**src/rtl/imem_loader_pkg.sv**
```systemverilog
// Shared processor package: ALU control encodings plus the boot-loader FSM
// state encoding and boot-stream framing constants.
package imem_loader_pkg;

  localparam logic [3:0] ALU_AND = 4'b0000;
  localparam logic [3:0] ALU_OR  = 4'b0001;
  localparam logic [3:0] ALU_ADD = 4'b0010;
  localparam logic [3:0] ALU_SUB = 4'b0110;
  localparam logic [3:0] ALU_SLT = 4'b0111;

  localparam logic [2:0] ST_LEN   = 3'd0;
  localparam logic [2:0] ST_DATA  = 3'd1;
  localparam logic [2:0] ST_WRITE = 3'd2;
  localparam logic [2:0] ST_CHK   = 3'd3;
  localparam logic [2:0] ST_DONE  = 3'd4;
  localparam logic [2:0] ST_ERR   = 3'd5;

  // Stream framing: length byte first, then little-endian 32-bit words.
  localparam int LEN_BYTE_POS   = 0;
  localparam int BYTES_PER_WORD = 4;

  // Byte acceptance is a pure function of state, never of rx_valid.
  function automatic logic st_rx_ready(input logic [2:0] st);
    return (st == ST_LEN) || (st == ST_DATA) || (st == ST_CHK);
  endfunction

endpackage

```
**src/rtl/imem_loader.sv**
```systemverilog
// Boot loader: length-prefixed byte stream -> instruction-memory words, then releases the core.
// Latency: 4 bytes + 1 write cycle per word; backpressure: rx_ready low in WRITE/DONE/ERR.
module imem_loader
  import imem_loader_pkg::*;
#(
  parameter int DEPTH = 64,
  parameter int AW    = 6
) (
  input  logic          clk,
  input  logic          rst_n,
  input  logic          rx_valid,
  input  logic [7:0]    rx_data,
  output logic          rx_ready,
  output logic          imem_we,
  output logic [AW-1:0] imem_addr,
  output logic [31:0]   imem_wdata,
  output logic          core_run,
  output logic          load_err
);

  logic [2:0]  state;
  logic [AW:0] word_cnt;
  logic [AW:0] n_words;
  logic [1:0]  byte_cnt;
  logic [31:0] asm_word;
  logic [7:0]  csum;
  logic        rx_fire;
  logic        len_too_big;

  assign rx_ready    = st_rx_ready(state);
  assign rx_fire     = rx_valid && rx_ready;
  assign len_too_big = {24'd0, rx_data} > 32'(DEPTH);

  assign imem_we    = (state == ST_WRITE);
  assign imem_addr  = imem_we ? word_cnt[AW-1:0] : '0;
  assign imem_wdata = imem_we ? asm_word : '0;
  assign core_run   = (state == ST_DONE);
  assign load_err   = (state == ST_ERR);

  always_ff @(posedge clk or negedge rst_n) begin
    if (!rst_n) begin
      state    <= ST_LEN;
      word_cnt <= '0;
      n_words  <= '0;
      byte_cnt <= '0;
      asm_word <= '0;
      csum     <= '0;
    end else begin
      case (state)
        ST_LEN: begin
          if (rx_fire) begin
            word_cnt <= '0;
            byte_cnt <= '0;
            csum     <= '0;
            n_words  <= (AW+1)'(rx_data);
            if (rx_data == 8'd0)  state <= ST_CHK;
            else if (len_too_big) state <= ST_ERR;
            else                  state <= ST_DATA;
          end
        end
        ST_DATA: begin
          if (rx_fire) begin
            asm_word[{byte_cnt, 3'b000} +: 8] <= rx_data;
            csum     <= csum ^ rx_data;
            byte_cnt <= byte_cnt + 2'd1;
            if (byte_cnt == 2'(BYTES_PER_WORD - 1)) state <= ST_WRITE;
          end
        end
        ST_WRITE: begin
          if (word_cnt == n_words - 1'b1) begin
            state <= ST_CHK;
          end else begin
            word_cnt <= word_cnt + 1'b1;
            state    <= ST_DATA;
          end
        end
        ST_CHK: begin
          if (rx_fire) state <= (rx_data == csum) ? ST_DONE : ST_ERR;
        end
        ST_DONE: state <= ST_DONE;
        ST_ERR:  state <= ST_ERR;
        default: state <= ST_ERR;
      endcase
    end
  end

endmodule

```
**config.mk**
```make
export PLATFORM = sky130hd
export DESIGN_NAME = imem_loader
export DESIGN_NICKNAME = d
export VERILOG_FILES = /design/src/rtl/imem_loader_pkg.sv /design/src/rtl/imem_loader.sv
export SDC_FILE = /design/constraint.sdc
export NUM_CORES = 1
export LEC_CHECK = 0
export BUFFER_PORTS_ARGS = -buffer_cell sky130_fd_sc_hd__buf_4
export CORE_MARGIN = 2
export CORE_UTILIZATION = 45
export DETAILED_ROUTE_END_ITERATION = 6
export PLACE_DENSITY = 0.77
export SKIP_CTS_REPAIR_TIMING = 1
export SLEW_MARGIN = 10
export SYNTH_ARGS = -nofsm -noshare
export SYNTH_HDL_FRONTEND = slang
export SYNTH_SLANG_ARGS = --single-unit
```
**constraint.sdc**
```tcl
create_clock -name clk -period 4.9 [get_ports clk]
set_input_delay 0.49 -clock clk [delete_from_list [all_inputs] [get_ports clk]]
set_output_delay 0.49 -clock clk [all_outputs]
set_load 0.05 [all_outputs]
```
# Word-level counts from Yosys, hierarchy flattened
# Cells that the tools add are included.
totals:
  ram_bits: 0
  wordCells: 60
  ff_bits: 59
  mem_bits_ro: 0
  n_memories: 0
  input_bits: 11
  output_inout_bits: 42
  latch_bits: 0
op_classes:
  bitwise: 1
  muxes: 21
  multipliers: 0
  div_mod_pow: 0
  eq_ne: 13
  n_reduce_logical: 12
  magnitude_cmp: 1
  n_addsub: 4
  n_shift: 2
ops:
  columns: ["operator", "count"]
  rows:
  - ["$bwmux W32", 1]
  - ["$mux W32", 1]
  - ["$shift A8 B7 Y32 const A", 1]
  - ["$shiftx A8 B7 Y32", 1]
  - ["$mux W3", 6]
  - ["$mux W8", 2]
  - ["$pmux W8 S2", 1]
  - ["$pmux W3 S5", 1]
  - ["$mux W7", 2]
  - ["$pmux W7 S2", 1]
  - ["$eq A8 B8 Y1", 1]
  - ["$gt A8 B7 Y1 const B", 1]
  - ["$logic_not A8 Y1", 1]
  - ["$ne A2 B2 Y1 const B", 4]
  - ["$xor A8 B8 Y8", 1]
  - ["$add A7 B1 Y7 const B", 1]
  - ["$eq A7 B7 Y1", 1]
  - ["$neg A5 Y7", 1]
  - ["$sub A7 B1 Y7 const B", 1]
  - ["$eq A3 B2 Y1 const B", 2]
  - ["$eq A3 B3 Y1 const B", 2]
  - ["$mux W2", 3]
  - ["$mux W6", 1]
  - ["$reduce_and A3 Y1", 2]
  - ["other kinds (12)", 15]

# Depth between registers and ports, before layout
# Gate-level depths: netlist of the first run.
logic_depth:
  word_depth: 6
  depth_mapped: 7
  ltp_nobuf: 7

# Worst setup path before layout of the first run
# Ideal clock, no wire load.
synth_timing:
  path_kind: "register -> output"
  start: "reg state[0]"
  end: "out core_run"
  setup_slack_ns: 2.414
  required_time_ns: 4.410
  stages_incl_launch_ff: 4
  path_buffers: 2
  arrival_ns: 1.996
  path_cell_list: "dfrtp_1 > clkbuf_1 > clkbuf_1 > nor3b_1"
synth_between:
  elab_chain_len: 1
synth_lines:
  columns: ["item", "line_no", "source"]
  rows:
  - ["start: declaration", "imem_loader.sv:21", "logic [2:0] state;"]
  - ["start signal: assignment", "imem_loader.sv:78", "if (rx_fire) state <= (rx_data == csum) ? ST_DONE : ST_ERR;"]
  - ["$eq A3 B3 Y1", "imem_loader.sv:37", "assign core_run = (state == ST_DONE);"]
  - ["end: declaration", "imem_loader.sv:17", "output logic core_run,"]
# Every way passes these cells.

# Worst setup path after layout of the first run
layout_timing:
  start: "reg state[0]"
  end: "out imem_addr[5]"
layout_between:
  elab_chain_len: 2
layout_lines:
  columns: ["item", "line_no", "source"]
  rows:
  - ["$eq A3 B2 Y1", "imem_loader.sv:34", "assign imem_we = (state == ST_WRITE);"]
  - ["$mux W6", "imem_loader.sv:35", "assign imem_addr = imem_we ? word_cnt[AW-1:0] : '0;"]
  - ["end: declaration", "imem_loader.sv:15", "output logic [AW-1:0] imem_addr,"]
# Every way passes these cells.

==> results of run 1 <==
worst max-delay path: cells and delay by family, from the launching register on:
| kind | cells | cell delay (ps) |
|---|---|---|
| flops | 1 | 820 |
| simple gates | 2 | 540 |
| buf+inv | 3 | 720 |
cell type report:
cell class,instances,area share [%]
clock buffer,11,3.331
clock inverter,3,1.650
inverter,15,1.459
multi-input combinational,277,43.08
sequential,59,37.44
tap,99,3.141
timing repair buffer,52,9.898
worst max-delay path by stage:
stage | from | to
after floorplan | state[0]$_DFFE_PN0P_ | core_run
after global placement | state[0]$_DFFE_PN0P_ | imem_addr[5]
after detailed placement | state[0]$_DFFE_PN0P_ | imem_addr[5]
after CTS | state[0]$_DFFE_PN0P_ | imem_addr[5]
after global routing | state[0]$_DFFE_PN0P_ | imem_addr[5]
final | state[0]$_DFFE_PN0P_ | imem_addr[5]
metrics by stage:
step	hold slack (ps)	util, %	area [um2]	worst slack (ps)	power (W)
3_5_place_dp	466.9	52.22	3747	2345	0.001148
6_report	210.0	54.96	3944	1985	0.001602
2_1_floorplan	194.4	-	3309	2414	0.001023
3_3_place_gp	453.1	52.22	3747	2411	0.001131
5_1_grt	275.7	54.96	3944	1785	0.001702
4_1_cts	227.3	54.96	3944	1975	0.001611
cell usage in the layout, fill, tap and decap left out, types with 4 or more instances in the layout:
cell type	synthesis	layout
nor3b_1	5	5
nor3_1	4	4
a2bb2oi_1	4	4
mux2_2	5	5
a31oi_1	5	5
xnor2_1	10	10
nor2_1	8	8
a22o_1	8	8
buf_4	0	52
xor2_1	5	5
o21ai_1	9	9
nand3_1	14	14
inv_1	13	13
ha_1	7	7
nand2_1	76	76
clkbuf_8	0	9
dfrtp_1	59	59
and2_1	35	35
o21a_1	4	4
o21ai_0	37	37
layer usage:
metal  vias to the layer above  global-route usage (%)  routed length, um  part of all wire, %
met5                         -                       0                  0                    0
met1                      1290                   24.73               3243                   44
met4                         0                   9.103                178                  2.4
li1                       1341                       -                  -                    -
met2                        62                   30.74               3511                   48
met3                        16                   4.694                389                  5.3
logic make-up (layout without fill, tap and decap cells):
group | count (synthesis) | after routing | synth area share [%]
AO/OA/AOI/OAI | 83 | 83 | 16.79
XOR/XNOR | 16 | 16 | 4.461
adder cells (fa/ha/maj) | 7 | 7 | 2.646
buffers and inverters | 35 | 81 | 4.045
flip-flops | 59 | 59 | 44.61
multiplexers | 7 | 7 | 2.306
AND/OR/NAND/NOR | 164 | 164 | 25.14
power by group:
| part | total, W | switching [W] | internal [W] |
|---|---|---|---|
| registers | 0.000664 | 0.000103 | 0.000561 |
| logic | 0.000480 | 0.000297 | 0.000183 |
| clock network | 0.000458 | 0.000178 | 0.000280 |
| total | 0.00160 | 0.000577 | 0.00102 |
flip-flops by register name, summed over array words and instances, names as in the netlist:
register,cells
byte_cnt,2
state,3
csum,8
word_cnt,7
asm_word,32
n_words,7
==> results.py, run 1 <==
metrics = {
    "status": {
        "status": "completed",
    },
    "logic_synthesis": {
        "synth_cell_types": 51,
        "postSynthCellCount": 371,
        "yosysTopAreaCellShare_pct": 44.61,
        "yosysWarnings": 0,
        "ys_top_cells_by_count": "nand2_1 (76), dfrtp_1 (59), o21ai_0 (37), and2_1 (35), clkbuf_1 (19)",
        "synth_top_area_cell": "dfrtp_1",
        "synth.most_common_cell": "nand2_1",
        "syn_area_mm2": 0.003309,
        "ys_seq_area_share_pct": 44.61,
        "async_flop_share_pct": 100.0,
        "ys_ff_latch": 59,
        "ys.flop_type": "dfrtp_1",
        "syn_avg_cell_area_um2": 8.920,
        "synth_edf_count": 0,
        "ys_top_cells_by_area": "dfrtp_1 (45%), nand2_1 (8.6%), and2_1 (6.6%)",
        "synth_nets": 389,
    },
    "sta": {
        "grt_setup_unrepaired": "false",
        "tns_ps": 0,
        "final_hold_viol_count": 0,
        "fin_crit_ps": 2915,
        "setup_viol": 0,
        "slew_headroom_pct": 34.81,
        "period_share_pct": 59.48,
        "slew_violations": 0,
        "fmax_mhz": 343.1,
        "worst_pin_slew_ps": 975.7,
        "fin_skew_ps": 6.161,
    },
    "final_layout": {
        "nFillCells": 650,
        "ff_latch_area_mm2": 0.001476,
        "diodes": 0,
        "area_growth_pct": 19.17,
        "multiInputGateArea_mm2": 0.001699,
        "stdcell_count": 516,
        "drive_above_1_share_pct": 20.14,
        "fin_nets": 432,
    },
    "placement": {
        "hpwl_um": 4982,
        "gp_congestion": 0.7936,
        "portBuffers": 52,
        "dp.cells": 502,
    },
    "worst_setup_path": {
        "slowest_delay_ps": 820,
        "arrival_ps": 2420,
        "crit_path_cell_trace": "inv_2 -> nand3b_4 -> clkinv_2 -> and2_2 -> buf_4",
        "crit_fanout": 44,
        "rr_startpoint": "state[0]$_DFFE_PN0P_",
        "start_kind": "register",
        "rr_endpoint": "n_words[5]$_DFFE_PN0P_",
        "ff2ff_path_depth": 5,
        "required_ps": 4410,
        "crit_slowest_cell": "dfrtp_1",
        "endpoint_kind": "output pin",
        "r2r_slack_ps": 2380,
        "path_class": "register to output pin",
    },
    "floorplan": {
        "dieHeight_um": 89.76,
        "die_area_mm2": 0.008056,
        "dieWidth_um": 89.76,
        "pin_count": 53,
        "rows": 31,
        "initial_utilization_pct": 46.12,
        "core_mm2": 0.007176,
    },
    "clock_network": {
        "cts_tree": "yes",
        "cts-htree-levels": 3,
        "clock_latency_ps": 340,
        "clk_path_buf_depth": 2,
        "root_buffer": "clkbuf_8",
        "cts.clk_slew.worst_paths_ps": 60,
        "cts_made_buffers": 9,
        "cts_sinks": 59,
    },
    "global_routing": {
        "grt_max_degree": 60,
        "overflow": 0,
        "grt_pass1_wl_um": 12560,
        "track_usage_pct": 19.23,
        "first_global_vias": 2710,
        "grt_antenna_before_repair": 0,
    },
    "power": {
        "worst_ir_drop_vdd_mv": 0.1496,
        "p_per_area_mw_per_mm2": 406.1,
        "power.leakage_nw": 1.796,
    },
    "route": {
        "routed_wl_um": 7322,
        "drtAntennaViolNets": 0,
        "drc_errors": 0,
        "wire_per_inst_um": 14.19,
        "drt_iter0_drc": 151,
        "num_vias": 2709,
        "firstDrtPassIters": 4,
        "vias_per_cell": 5.250,
    },
    "run": {
        "maxCapViolCount": 0,
    },
    "min_path": {
        "worstHoldPathType": "primary input to async pin",
    },
}
(Power assumes the default switching activity.)
==> run 2: changes to the inputs <==
- clock period: 4.9 -> 2.8 ns (I/O delays scaled with it)
==> results.py, run 2 (same netlist as run 1, synthesis figures left out) <==
metrics = {
    "final_layout": {
        "stdcell_count": 525,
        "fin_nets": 439,
        "diodes": 0,
        "final_cell_mix": "nand2_1 (76), dfrtp_1 (59), buf_4 (59)",
        "final_common_cell": "nand2_1",
        "drive_above_1_share_pct": 22.30,
        "final_core_util_pct": 55.45,
        "top_regs": "asm_word: 32 flops, csum: 8 flops",
        "area_growth_pct": 20.23,
        "largest_reg_flops": 32,
        "largest-register": "asm_word",
    },
    "placement": {
        "gp_congestion": 0.8192,
        "hpwl_um": 5047,
        "portBuffers": 52,
        "dp_slack_ps": 862.6,
        "dp.cells": 509,
    },
    "status": {
        "status": "finished, violations left",
        "violations": "hold timing",
    },
    "worst_setup_path": {
        "endpoint_kind": "output pin",
        "start_kind": "register",
        "required_ps": 2520,
        "crit_fanout": 33,
        "path_class": "register to output pin",
        "arrival_ps": 1980,
    },
    "route": {
        "drtAntennaViolNets": 0,
        "drc_errors": 0,
        "firstDrtPassIters": 4,
        "routed_wl_um": 7306,
        "num_vias": 2724,
        "drt_iter0_drc": 95,
        "wire_per_inst_um": 13.92,
        "vias_per_cell": 5.189,
    },
    "floorplan": {
        "initial_utilization_pct": 46.12,
        "dieWidth_um": 89.76,
        "dieHeight_um": 89.76,
        "pin_count": 53,
        "core_mm2": 0.007176,
        "rows": 31,
        "die_area_mm2": 0.008056,
    },
    "global_routing": {
        "grt_antenna_before_repair": 0,
        "first_global_vias": 2620,
        "track_usage_pct": 19.14,
        "grt_max_degree": 60,
        "overflow": 0,
        "grt_pass1_wl_um": 12500,
    },
    "sta": {
        "period_share_pct": 80.81,
        "fin_ws_ps": 537.2,
        "worst_pin_slew_ps": 728.1,
        "slew_headroom_pct": 51.46,
        "fmax_mhz": 441.9,
        "slew_violations": 0,
        "fin_skew_ps": 10.77,
        "grt_setup_unrepaired": "false",
        "whs_ps": -8.150,
        "tns_ps": 0,
        "final_hold_viol_count": 4,
        "setup_viol": 0,
        "fin_crit_ps": 2263,
    },
    "clock_network": {
        "cts_sinks": 59,
        "cts_tree": "yes",
        "cts-htree-levels": 3,
        "cts.clk_slew.worst_paths_ps": 80,
        "clk_path_buf_depth": 2,
        "clock_latency_ps": 340,
        "cts_made_buffers": 9,
        "root_buffer": "clkbuf_8",
    },
    "min_path": {
        "worstHoldPathType": "primary input to async pin",
    },
    "run": {
        "maxCapViolCount": 0,
    },
    "power": {
        "worst_ir_drop_vdd_mv": 0.2247,
        "p_per_area_mw_per_mm2": 687.4,
        "power.leakage_nw": 1.818,
        "power_w": 0.002735,
    },
}
## run 2: final timing paths
| kind | slack, ps | endpoint | cells past startpoint | from |
|---|---|---|---|---|
| max | 540 | imem_wdata[28] | 5 | state[1]$_DFFE_PN0P_ |
| min | -8 | asm_word[18]$_DFFE_PN0P_ | 1 | rst_n |
| max reg2reg | 840 | word_cnt[1]$_DFFE_PN0P_ | 7 | n_words[0]$_DFFE_PN0P_ |
| min reg2reg | 480 | asm_word[19]$_DFFE_PN0P_ | 2 | asm_word[19]$_DFFE_PN0P_ |
| max in group asynchronous | 2320 | word_cnt[1]$_DFFE_PN0P_ | 1 | rst_n |
| min in group clk | 190 | state[2]$_DFFE_PN0P_ | 2 | rx_valid |
## run 2: area by class of cell
type / instances / area [um2]
Multi-Input combinational cell: 277 / 1699
Timing Repair Buffer: 59 / 442.9
Clock buffer: 10 / 137.6
Tap cell: 99 / 123.9
Clock inverter: 6 / 41.29
Fill cell: 647 / 3197
Inverter: 15 / 57.56
Sequential cell: 59 / 1476
## run 2: critical path, stage by stage (launching register included)
cell      delay [ps]
dfrtp_1          570
nand3b_4         200
clkinv_2         190
buf_4            300
and2_1           190
buf_4            200
## run 2: metal layers
metal	part of all wire, %	up-vias	GRT usage (%)
met1	45	1303	24.62
li1	-	1351	-
met3	5.2	8	4.778
met2	48	62	31.88
met5	0	-	0
met4	1.3	0	6.154
## run 2: power breakdown
| part | switching [W] | internal [W] | leakage (nW) |
|---|---|---|---|
| clock network | 0.000350 | 0.000343 | 0.0843 |
| logic | 0.000563 | 0.000362 | 0.981 |
| registers | 0.000135 | 0.000982 | 0.752 |
| total | 0.00105 | 0.00169 | 1.82 |
## run 2: per-stage QoR
| step | hold slack [ps] | instance area (um2) |
|---|---|---|
| finish | -8.150 | 3979 |
| detailed placement | 389.7 | 3800 |
| floorplan | -15.59 | 3309 |
| global route | 48.09 | 3979 |
| CTS | 18.74 | 3979 |
| global placement | 387.9 | 3800 |
